File: src/rtl/lock_pkg.sv
// Shared encodings and widths for the password-lock blocks.
package lock_pkg;

    localparam int REMAIN_W = 6;
    localparam int FAIL_W   = 2;

    typedef enum logic [1:0] {
        ST_READY   = 2'd0,
        ST_OPEN    = 2'd1,
        ST_LOCKOUT = 2'd2
    } lock_state_e;

endpackage

File: src/rtl/lock_access_ctrl_if.sv
// Verify-result / policy-status bundle between the lock controller and its neighbours.
interface lock_access_ctrl_if;
    import lock_pkg::*;

    logic                verify_done;
    logic                verify_match;
    logic                admin_clear;
    logic                input_allow;
    logic                set_code_allow;
    logic                lock_open;
    logic                lockout;
    logic                alarm;
    logic [FAIL_W-1:0]   fail_cnt;
    logic [REMAIN_W-1:0] remain_sec;

    modport master (
        output verify_done, verify_match, admin_clear,
        input  input_allow, set_code_allow, lock_open, lockout, alarm, fail_cnt, remain_sec
    );

    modport slave (
        input  verify_done, verify_match, admin_clear,
        output input_allow, set_code_allow, lock_open, lockout, alarm, fail_cnt, remain_sec
    );

endinterface

File: src/rtl/lock_access_ctrl_sec_tick.sv
// One-second tick generator; restarts from zero on clr so each timed window
// begins with a full second. half marks the mid-second point.
module sec_tick #(
    parameter int unsigned TICK_THRESHOLD = 100000000 - 1
) (
    input  logic clk,
    input  logic reset,
    input  logic clr,
    input  logic run,
    output logic tick,
    output logic half
);

    localparam int CW = (TICK_THRESHOLD > 0) ? $clog2(TICK_THRESHOLD + 1) : 1;
    localparam logic [CW-1:0] TOP = CW'(TICK_THRESHOLD);
    localparam logic [CW-1:0] MID = CW'(TICK_THRESHOLD / 2);

    logic [CW-1:0] r_cnt;

    always_ff @(posedge clk or posedge reset) begin
        if (reset)
            r_cnt <= '0;
        else if (clr || !run)
            r_cnt <= '0;
        else if (r_cnt == TOP)
            r_cnt <= '0;
        else
            r_cnt <= r_cnt + 1'b1;
    end

    assign tick = run && (r_cnt == TOP);
    assign half = run && (r_cnt == MID);

endmodule

File: src/rtl/lock_access_ctrl.sv
// Lock access policy: timed open window, mismatch counting with timed lockout,
// entry gating and remaining-seconds/alarm status. Optional: ALARM_BLINK_EN.
module lock_access_ctrl
    import lock_pkg::*;
#(
    parameter int unsigned TICK_THRESHOLD = 100000000 - 1,
    parameter int unsigned OPEN_SECONDS   = 5,
    parameter int unsigned LOCK_SECONDS   = 30,
    parameter int unsigned MAX_FAIL       = 3
) (
    input  logic               clk,
    input  logic               reset,
    lock_access_ctrl_if.slave  bus
);

    localparam logic [REMAIN_W-1:0] OPEN_S = REMAIN_W'(OPEN_SECONDS);
    localparam logic [REMAIN_W-1:0] LOCK_S = REMAIN_W'(LOCK_SECONDS);
    localparam logic [FAIL_W:0]     MAXF_W = (FAIL_W + 1)'(MAX_FAIL);

    lock_state_e         r_state, w_state_nxt;
    logic [FAIL_W-1:0]   r_fail_cnt, w_fail_nxt;
    logic [REMAIN_W-1:0] r_remain, w_remain_nxt;
    logic [FAIL_W:0]     w_fail_inc;
    logic                w_tick, w_half, w_clr, w_run;

    assign w_run      = (r_state == ST_OPEN) || (r_state == ST_LOCKOUT);
    assign w_clr      = bus.admin_clear || (w_state_nxt != r_state);
    assign w_fail_inc = {1'b0, r_fail_cnt} + 1'b1;

    sec_tick #(
        .TICK_THRESHOLD (TICK_THRESHOLD)
    ) u_sec_tick (
        .clk   (clk),
        .reset (reset),
        .clr   (w_clr),
        .run   (w_run),
        .tick  (w_tick),
        .half  (w_half)
    );

    always_ff @(posedge clk or posedge reset) begin
        if (reset) begin
            r_state    <= ST_READY;
            r_fail_cnt <= '0;
            r_remain   <= '0;
        end else begin
            r_state    <= w_state_nxt;
            r_fail_cnt <= w_fail_nxt;
            r_remain   <= w_remain_nxt;
        end
    end

    always_comb begin
        w_state_nxt  = r_state;
        w_fail_nxt   = r_fail_cnt;
        w_remain_nxt = r_remain;
        // admin_clear wins over any verify result landing in the same cycle
        if (bus.admin_clear) begin
            w_state_nxt  = ST_READY;
            w_fail_nxt   = '0;
            w_remain_nxt = '0;
        end else begin
            case (r_state)
                ST_READY: begin
                    if (bus.verify_done) begin
                        if (bus.verify_match) begin
                            w_state_nxt  = ST_OPEN;
                            w_fail_nxt   = '0;
                            w_remain_nxt = OPEN_S;
                        end else if (w_fail_inc >= MAXF_W) begin
                            w_state_nxt  = ST_LOCKOUT;
                            w_fail_nxt   = MAXF_W[FAIL_W-1:0];
                            w_remain_nxt = LOCK_S;
                        end else begin
                            w_fail_nxt   = w_fail_inc[FAIL_W-1:0];
                        end
                    end
                end
                ST_OPEN: begin
                    if (w_tick) begin
                        if (r_remain <= 1) begin
                            w_state_nxt  = ST_READY;
                            w_remain_nxt = '0;
                        end else begin
                            w_remain_nxt = r_remain - 1'b1;
                        end
                    end
                end
                ST_LOCKOUT: begin
                    if (w_tick) begin
                        if (r_remain <= 1) begin
                            w_state_nxt  = ST_READY;
                            w_remain_nxt = '0;
                            w_fail_nxt   = '0;
                        end else begin
                            w_remain_nxt = r_remain - 1'b1;
                        end
                    end
                end
                default: begin
                    w_state_nxt  = ST_READY;
                    w_fail_nxt   = '0;
                    w_remain_nxt = '0;
                end
            endcase
        end
    end

    assign bus.input_allow    = (r_state == ST_READY);
    assign bus.set_code_allow = (r_state == ST_OPEN);
    assign bus.lock_open      = (r_state == ST_OPEN);
    assign bus.lockout        = (r_state == ST_LOCKOUT);
    assign bus.fail_cnt       = r_fail_cnt;
    assign bus.remain_sec     = r_remain;

`ifdef ALARM_BLINK_EN
    logic r_alarm;

    // toggles on both the mid-second and full-second marks for a 1 Hz blink
    always_ff @(posedge clk or posedge reset) begin
        if (reset)
            r_alarm <= 1'b0;
        else if (w_state_nxt != ST_LOCKOUT)
            r_alarm <= 1'b0;
        else if (r_state != ST_LOCKOUT)
            r_alarm <= 1'b1;
        else if (w_tick || w_half)
            r_alarm <= ~r_alarm;
    end

    assign bus.alarm = r_alarm;
`else
    logic w_unused_half;
    assign w_unused_half = w_half;
    assign bus.alarm     = (r_state == ST_LOCKOUT);
`endif

endmodule

File: src/flat_wrapper.sv
// flat-port wrapper written by rule: the top's interface ports become plain ports
module lock_access_ctrl_flat import lock_pkg::*;
#(
    parameter int unsigned TICK_THRESHOLD = 100000000 - 1,
    parameter int unsigned OPEN_SECONDS   = 5,
    parameter int unsigned LOCK_SECONDS   = 30,
    parameter int unsigned MAX_FAIL       = 3
)
  (clk, reset, bus_verify_done, bus_verify_match, bus_admin_clear, bus_input_allow, bus_set_code_allow, bus_lock_open, bus_lockout, bus_alarm, bus_fail_cnt, bus_remain_sec);
  lock_access_ctrl_if bus_i ();
  input  logic clk;
  input  logic reset;
  input wire logic [$bits(bus_i.verify_done)-1:0] bus_verify_done;
  input wire logic [$bits(bus_i.verify_match)-1:0] bus_verify_match;
  input wire logic [$bits(bus_i.admin_clear)-1:0] bus_admin_clear;
  output wire logic [$bits(bus_i.input_allow)-1:0] bus_input_allow;
  output wire logic [$bits(bus_i.set_code_allow)-1:0] bus_set_code_allow;
  output wire logic [$bits(bus_i.lock_open)-1:0] bus_lock_open;
  output wire logic [$bits(bus_i.lockout)-1:0] bus_lockout;
  output wire logic [$bits(bus_i.alarm)-1:0] bus_alarm;
  output wire logic [$bits(bus_i.fail_cnt)-1:0] bus_fail_cnt;
  output wire logic [$bits(bus_i.remain_sec)-1:0] bus_remain_sec;
  assign bus_i.verify_done = bus_verify_done;
  assign bus_i.verify_match = bus_verify_match;
  assign bus_i.admin_clear = bus_admin_clear;
  assign bus_input_allow = bus_i.input_allow;
  assign bus_set_code_allow = bus_i.set_code_allow;
  assign bus_lock_open = bus_i.lock_open;
  assign bus_lockout = bus_i.lockout;
  assign bus_alarm = bus_i.alarm;
  assign bus_fail_cnt = bus_i.fail_cnt;
  assign bus_remain_sec = bus_i.remain_sec;
  lock_access_ctrl #(.TICK_THRESHOLD(TICK_THRESHOLD), .OPEN_SECONDS(OPEN_SECONDS), .LOCK_SECONDS(LOCK_SECONDS), .MAX_FAIL(MAX_FAIL)) u_core (.clk(clk), .reset(reset), .bus(bus_i));
endmodule
File: config.mk
export PLATFORM = sky130hd
export DESIGN_NAME = lock_access_ctrl_flat
export DESIGN_NICKNAME = d
export VERILOG_FILES = /design/src/rtl/lock_pkg.sv /design/src/rtl/lock_access_ctrl_if.sv /design/src/rtl/lock_access_ctrl_sec_tick.sv /design/src/rtl/lock_access_ctrl.sv /design/src/flat_wrapper.sv
export SDC_FILE = /design/constraint.sdc
export NUM_CORES = 1
export LEC_CHECK = 0
export CORE_UTILIZATION = 40
export DETAILED_ROUTE_END_ITERATION = 6
export SLEW_MARGIN = 20
export SYNTH_ARGS = -nofsm -noshare
export SYNTH_HDL_FRONTEND = slang
export SYNTH_SLANG_ARGS = --single-unit
File: constraint.sdc
create_clock -name clk -period 2.3 [get_ports clk]
set_input_delay 0.46 -clock clk [delete_from_list [all_inputs] [get_ports clk]]
set_output_delay 0.46 -clock clk [all_outputs]
set_load 0.1 [all_outputs]
# Word level (Yosys, flattened, before mapping)
# Cells that the tools add are included.
op_classes:
  addsub: 3
  n_eq_ne: 10
  n_reduce_logical: 9
  mux: 23
  magnitude_cmp: 2
ops:
  columns: ["cell", "n"]
  rows:
  - ["$mux 27", 2]
  - ["$mux 6", 6]
  - ["$add 27x1->27 const B", 1]
  - ["$eq 27x27->1 const B", 1]
  - ["$mux 2", 12]
  - ["$pmux 6 s2", 1]
  - ["$le 6x1->1 const B", 1]
  - ["$ne 3x2->1 const B", 2]
  - ["$pmux 2 s3", 1]
  - ["$sub 6x1->6 const B", 1]
  - ["$ne 4x3->1 const B", 1]
  - ["$pmux 2 s2", 1]
  - ["$reduce_and 4->1", 1]
  - ["$add 2x1->3 const B", 1]
  - ["$ge 3x2->1 const B", 1]
  - ["$logic_or 1x1->1", 3]
  - ["$ne 3x1->1 const B", 1]
  - ["$ne 3x3->1 const B", 1]
  - ["$reduce_and 3->1", 1]
  - ["$eq 2x1->1 const B", 1]
  - ["$eq 2x2->1 const B", 1]
  - ["$logic_not 2->1", 1]
  - ["$ne 2x2->1", 1]
  - ["$ne 2x2->1 const B", 1]
  - ["3 further kinds", 3]
totals:
  output_inout_bits: 13
  in_bits: 5
  register_bits: 37

# Longest topological paths before layout
logic_depth:
  ltp_word: 11
  ltp_mapped: 9

# By module
# Synthesis repeated with hierarchy kept, for this count alone.
unflattened:
  cells_unflattened: 261
  area_unflattened_um2: 2366.0
modules_own_cells:
  columns: ["mod", "seq_area_each_um2", "instances", "cells_per_inst", "area_each_um2"]
  rows:
  - ["sec_tick", 675.6, 1, 167, 1556.5]
  - ["lock_access_ctrl", 250.2, 1, 94, 809.5]

# Worst setup path after synthesis
# Ideal clock, no wire load.
synth_timing:
  path_type: "flip-flop to flip-flop"
  startpoint: "reg u_core.r_state[1]"
  endpoint: "reg u_core.u_sec_tick.r_cnt[17]"
  stages_incl_launch_ff: 9
  t_arrival_ps: 2636
  setup_slack_ps: -455
  required_time_ps: 2181
  period_less_slack_ps: 2755
  setup_time_ps: 119
  path_cell_list: "dfrtp_1 > inv_1 > ha_1 > or3b_2 > nor4_1 > a211oi_1 > nand3_1 > buf_4 > nor2_1"
synth_lines:
  columns: ["element", "line_no", "text"]
  rows:
  - ["from (decl)", "lock_access_ctrl.sv:20", "lock_state_e r_state, w_state_nxt;"]
  - ["from (signal assigned)", "lock_access_ctrl.sv:47", "r_state <= w_state_nxt;"]
  - ["$logic_not 2->1", null, null]
  - ["via bus_input_allow", "flat_wrapper.sv:16", "output wire logic [$bits(bus_i.input_allow)-1:0] bus_input_allow;"]
  - ["$pmux 2 s2", "lock_access_ctrl.sv:63", "case (r_state)"]
  - ["$mux 2", "lock_access_ctrl.sv:58", "if (bus.admin_clear) begin"]
  - ["$ne 2x2->1", "lock_access_ctrl.sv:27", "assign w_clr = bus.admin_clear || (w_state_nxt != r_state);"]
  - ["$logic_or 1x1->1", "lock_access_ctrl.sv:27", null]
  - ["$logic_or 1x1->1", "lock_access_ctrl_sec_tick.sv:23", "else if (clr || !run)"]
  - ["$mux 27", "lock_access_ctrl_sec_tick.sv:23", null]
  - ["to (signal assigned)", "lock_access_ctrl_sec_tick.sv:28", "r_cnt <= r_cnt + 1'b1;"]
  - ["to (decl)", "lock_access_ctrl_sec_tick.sv:18", "logic [CW-1:0] r_cnt;"]
# The timed path passes the listed nets, and every way through them passes these cells.
# A chain may end at the register's enable or synchronous reset.

# Final worst setup path
layout_timing:
  startpoint: "reg u_core.u_sec_tick.r_cnt[25]"
  endpoint: "reg u_core.u_sec_tick.r_cnt[6]"
layout_via:
  elab_chain_cells: 9
layout_rtl:
  columns: ["element", "line_no", "text"]
  rows:
  - ["$eq 27x27->1 (*)", "lock_access_ctrl_sec_tick.sv:25, lock_access_ctrl_sec_tick.sv:31", null]
  - ["$logic_and 1x1->1", "lock_access_ctrl_sec_tick.sv:31", "assign tick = run && (r_cnt == TOP);"]
  - ["$mux 2", "lock_access_ctrl.sv:90", "if (w_tick) begin"]
  - ["$pmux 2 s2", "lock_access_ctrl.sv:63", null]
  - ["$mux 2", "lock_access_ctrl.sv:58", null]
  - ["$ne 2x2->1", "lock_access_ctrl.sv:27", null]
  - ["$logic_or 1x1->1", "lock_access_ctrl.sv:27", null]
  - ["$logic_or 1x1->1", "lock_access_ctrl_sec_tick.sv:23", null]
  - ["$mux 27 (*)", "lock_access_ctrl_sec_tick.sv:23", null]
# Mark *: on every way between the ends. The rest lies on a longest branch, timed or not.

==> results.ini <==
[sta]
setup-violations-final = 30
post-route-min-period_ns = 2.41
grt_setup_unrepaired = true
final_ws_setup_ns = -0.110
timing_hold_violations_final = 0
clock_skew_ns = 0.0109
worst_slew_margin_rel_pct = 61.3
min_period_over_period_pct = 105
final-max-slew-violation-count = 0
highest_attainable_clock_frequency_mhz = 415
worst_margin_slew_ns = 0.579

[global_routing]
grt_usage_pct = 17.9
grt_pass1_vias = 1678
remaining_global_route_overflow = 0
grt_start_max_net_pins = 23
initial_antenna_violation_count = 0
grt_pass1_wl_mm = 7.58

[placement]
global_placer_s_final_weighted_congestion = 0.789
portBuffers = 17
post-place-ws_ns = -0.111
place.detailed.hpwl_mm = 3.36
dpl-instance-area_mm2 = 0.00266

[synthesis]
ys_dominant_reg_cell = sky130_fd_sc_hd__dfrtp_1
synth_cell_type_count = 45
synth_edf_count = 0
synth_async_sr_flop_share_pct = 100
yosysSeqAreaShare_pct = 42.8
synth_area_mm2 = 0.00216
synthesis.yosys.warnings = 0
syn-mean-instance-area_um2 = 9.05
synth-seq-cells = 37
mappedNetlistNets = 251
syn-instance-count = 239

[routing]
ant_nets_after_route = 0
detailroute.via_count = 1801
viasPerCell = 5.09
routed_wirelength_mm = 4.62
detail_route.first_pass.iterations = 4
drc = 0
wl_per_cell_um = 13.1
initial_detailed_routing_violation_count = 85

[worst_setup_path]
crit_required_ns = 2.47
path_depth = 5
crit_path_cell_trace = or4bb_1, or4_4, or4b_4, o211ai_4, nor2_1
capturing_element_of_the_worst_setup_path = u_core.u_sec_tick.r_cnt[6]
setup.worst_path.start_class = flop
worstSetupPathType = flop to flop
cpPeakStageDelay_ns = 0.55
critical_path_launch_point = u_core.u_sec_tick.r_cnt[25]
timing.reg2reg.setup_slack_ns = -0.11
r2r_start = u_core.u_sec_tick.r_cnt[25]
worstRegToRegCells = 5
crit_path_top_delay_cell = sky130_fd_sc_hd__or4_4
cp_top_family = simple AND/OR/NAND/NOR gates
timing.critical_path.fanout_max = 5
r2r_end = u_core.u_sec_tick.r_cnt[6]
crit_buf_inv = 0
cp_data_arrival_time_ns = 2.58
worst_setup_path_end_kind = flop

[cts]
cts_num_sinks = 37
cts_root_buffer = sky130_fd_sc_hd__clkbuf_8
clkTransAtPathRegs_ns = 0.08
clk_path_buf_depth = 2
clk-insertion-delay-late_ns = 0.29
cts_htree_levels = 2
number_of_buffers_created_by_cts = 5
ctsHoldBuffers = 0
cts_tree = built

[power]
power_density_mw_per_mm2 = 603
max-vdd-ir-drop_v = 0.000546
power_leakage_nw = 1.13
p_total_w = 0.00167

[floorplanning]
design.core.area_mm2 = 0.00517
floorplan.initialDensity_pct = 41.8
rows = 26
ioPinCount = 18
chipHeight_um = 75.5
die_outline_area_mm2 = 0.00570
die_w_um = 75.5

[layout]
design.final.nets = 295
antenna_cells = 0
syn2layout_area_growth_pct = 28.1
fin_area_mm2 = 0.00277
multi_input_comb_area_mm2 = 0.00120
layout_common_cells = 40 x sky130_fd_sc_hd__nor2_1, 34 x sky130_fd_sc_hd__buf_4, 33 x sky130_fd_sc_hd__dfrtp_1
area.sequential_um2 = 931
fillCellCount = 456
layout_commonest_cell = sky130_fd_sc_hd__nor2_1
final_layout_size_suffix_gt1_share_pct = 24.3

[run]
maxCapViolations = 0

[outcome]
run_status = finished, violations left
violated_checks = setup timing

[worst_hold_path]
min-delay-path-class = flop to flop

==> cell type report <==
class,instances,share of cell area (%)
repair buffers,44,15.0
flip-flops and latches,37,33.6
inverters,11,1.49
clock inverters,3,0.813
well taps,70,3.16
clock buffers,5,2.49
multi-input cells,184,43.4
==> state kept, by name (all words and copies together), names as in the netlist <==
register and count:
u_core.bus.fail_cnt 2, u_core.bus.remain_sec 6, u_core.r_state 2, u_core.u_sec_tick.r_cnt 27
==> kinds of logic after synthesis <==
family	count (synthesis)	share of synthesized area, %
muxes	3	1.39
xor gates and xnor gates	25	10.1
buffers and inverters	18	3.82
adders and majority gates	7	4.05
DFF	37	42.8
and+or+nand+nor	115	27.5
AOI/OAI and AO/OA	34	10.2
==> worst min-delay path by stage <==
stage,from,endpoint,cells past startpoint
floorplan,u_core.u_sec_tick.r_cnt[0],u_core.u_sec_tick.r_cnt[0],1
global placement,u_core.u_sec_tick.r_cnt[0],u_core.u_sec_tick.r_cnt[0],1
CTS,u_core.u_sec_tick.r_cnt[0],u_core.u_sec_tick.r_cnt[0],1
global route,u_core.u_sec_tick.r_cnt[0],u_core.u_sec_tick.r_cnt[0],1
detailed placement,u_core.u_sec_tick.r_cnt[0],u_core.u_sec_tick.r_cnt[0],1
finish,u_core.u_sec_tick.r_cnt[0],u_core.u_sec_tick.r_cnt[0],1
==> where the power goes <==
group | leakage, nW | internal (W) | switching, W
registers | 0.505 | 0.000676 | 0.0000307
logic | 0.587 | 0.000155 | 0.000353
clock network | 0.0364 | 0.000213 | 0.000245
==> stage by stage <==
stage	hold slack (ns)	utilization [%]	setup TNS (ns)	cells
2_1_floorplan	0.450	-	-0.0148	239
3_3_place_gp	0.474	51.3	-0.591	345
3_5_place_dp	0.481	51.3	-1.50	345
4_1_cts	0.493	53.2	-1.56	354
5_1_grt	0.512	53.5	-4.73	354
6_report	0.492	53.5	-1.17	354
==> worst reg2reg max path, stage by stage, from the launching register on <==
cell                       delay, ns
sky130_fd_sc_hd__dfrtp_1        0.37
sky130_fd_sc_hd__or4bb_1        0.49
sky130_fd_sc_hd__or4_4          0.55
sky130_fd_sc_hd__or4b_4         0.55
sky130_fd_sc_hd__o211ai_4       0.25
sky130_fd_sc_hd__nor2_1         0.08
==> cells in the mapped netlist, drive strengths merged (4+ instances only) <==
| cell | n | area [um^2] |
|---|---|---|
| buf | 4 | 30.0 |
| dfrtp | 37 | 926 |
| ha | 7 | 87.6 |
| inv | 11 | 41.3 |
| nand2 | 15 | 56.3 |
| nand2b | 4 | 32.5 |
| nand3 | 12 | 60.1 |
| nand4 | 8 | 50.1 |
| nor2 | 40 | 150 |
| nor3 | 14 | 70.1 |
| o21ai | 15 | 75.1 |
| xnor2 | 11 | 96.3 |
| xor2 | 14 | 123 |
==> what timing repair did <==
item                                    in CTS  in global routing
endpoints found under the setup margin      34                 35
buffers inserted                             1                  0
gates resized for setup                      0                  6
pin swaps                                    1                  2
==> per-layer routing <==
metal | global-route usage, % | vias up | share of wire [%]
met5 | 0 | - | 0
met4 | 6.17 | 0 | 1.4
met3 | 2.91 | 6 | 3.1
met2 | 29.1 | 31 | 46
met1 | 24.4 | 842 | 50
li1 | - | 922 | -
Note: power is estimated with default switching activity, not from simulation.
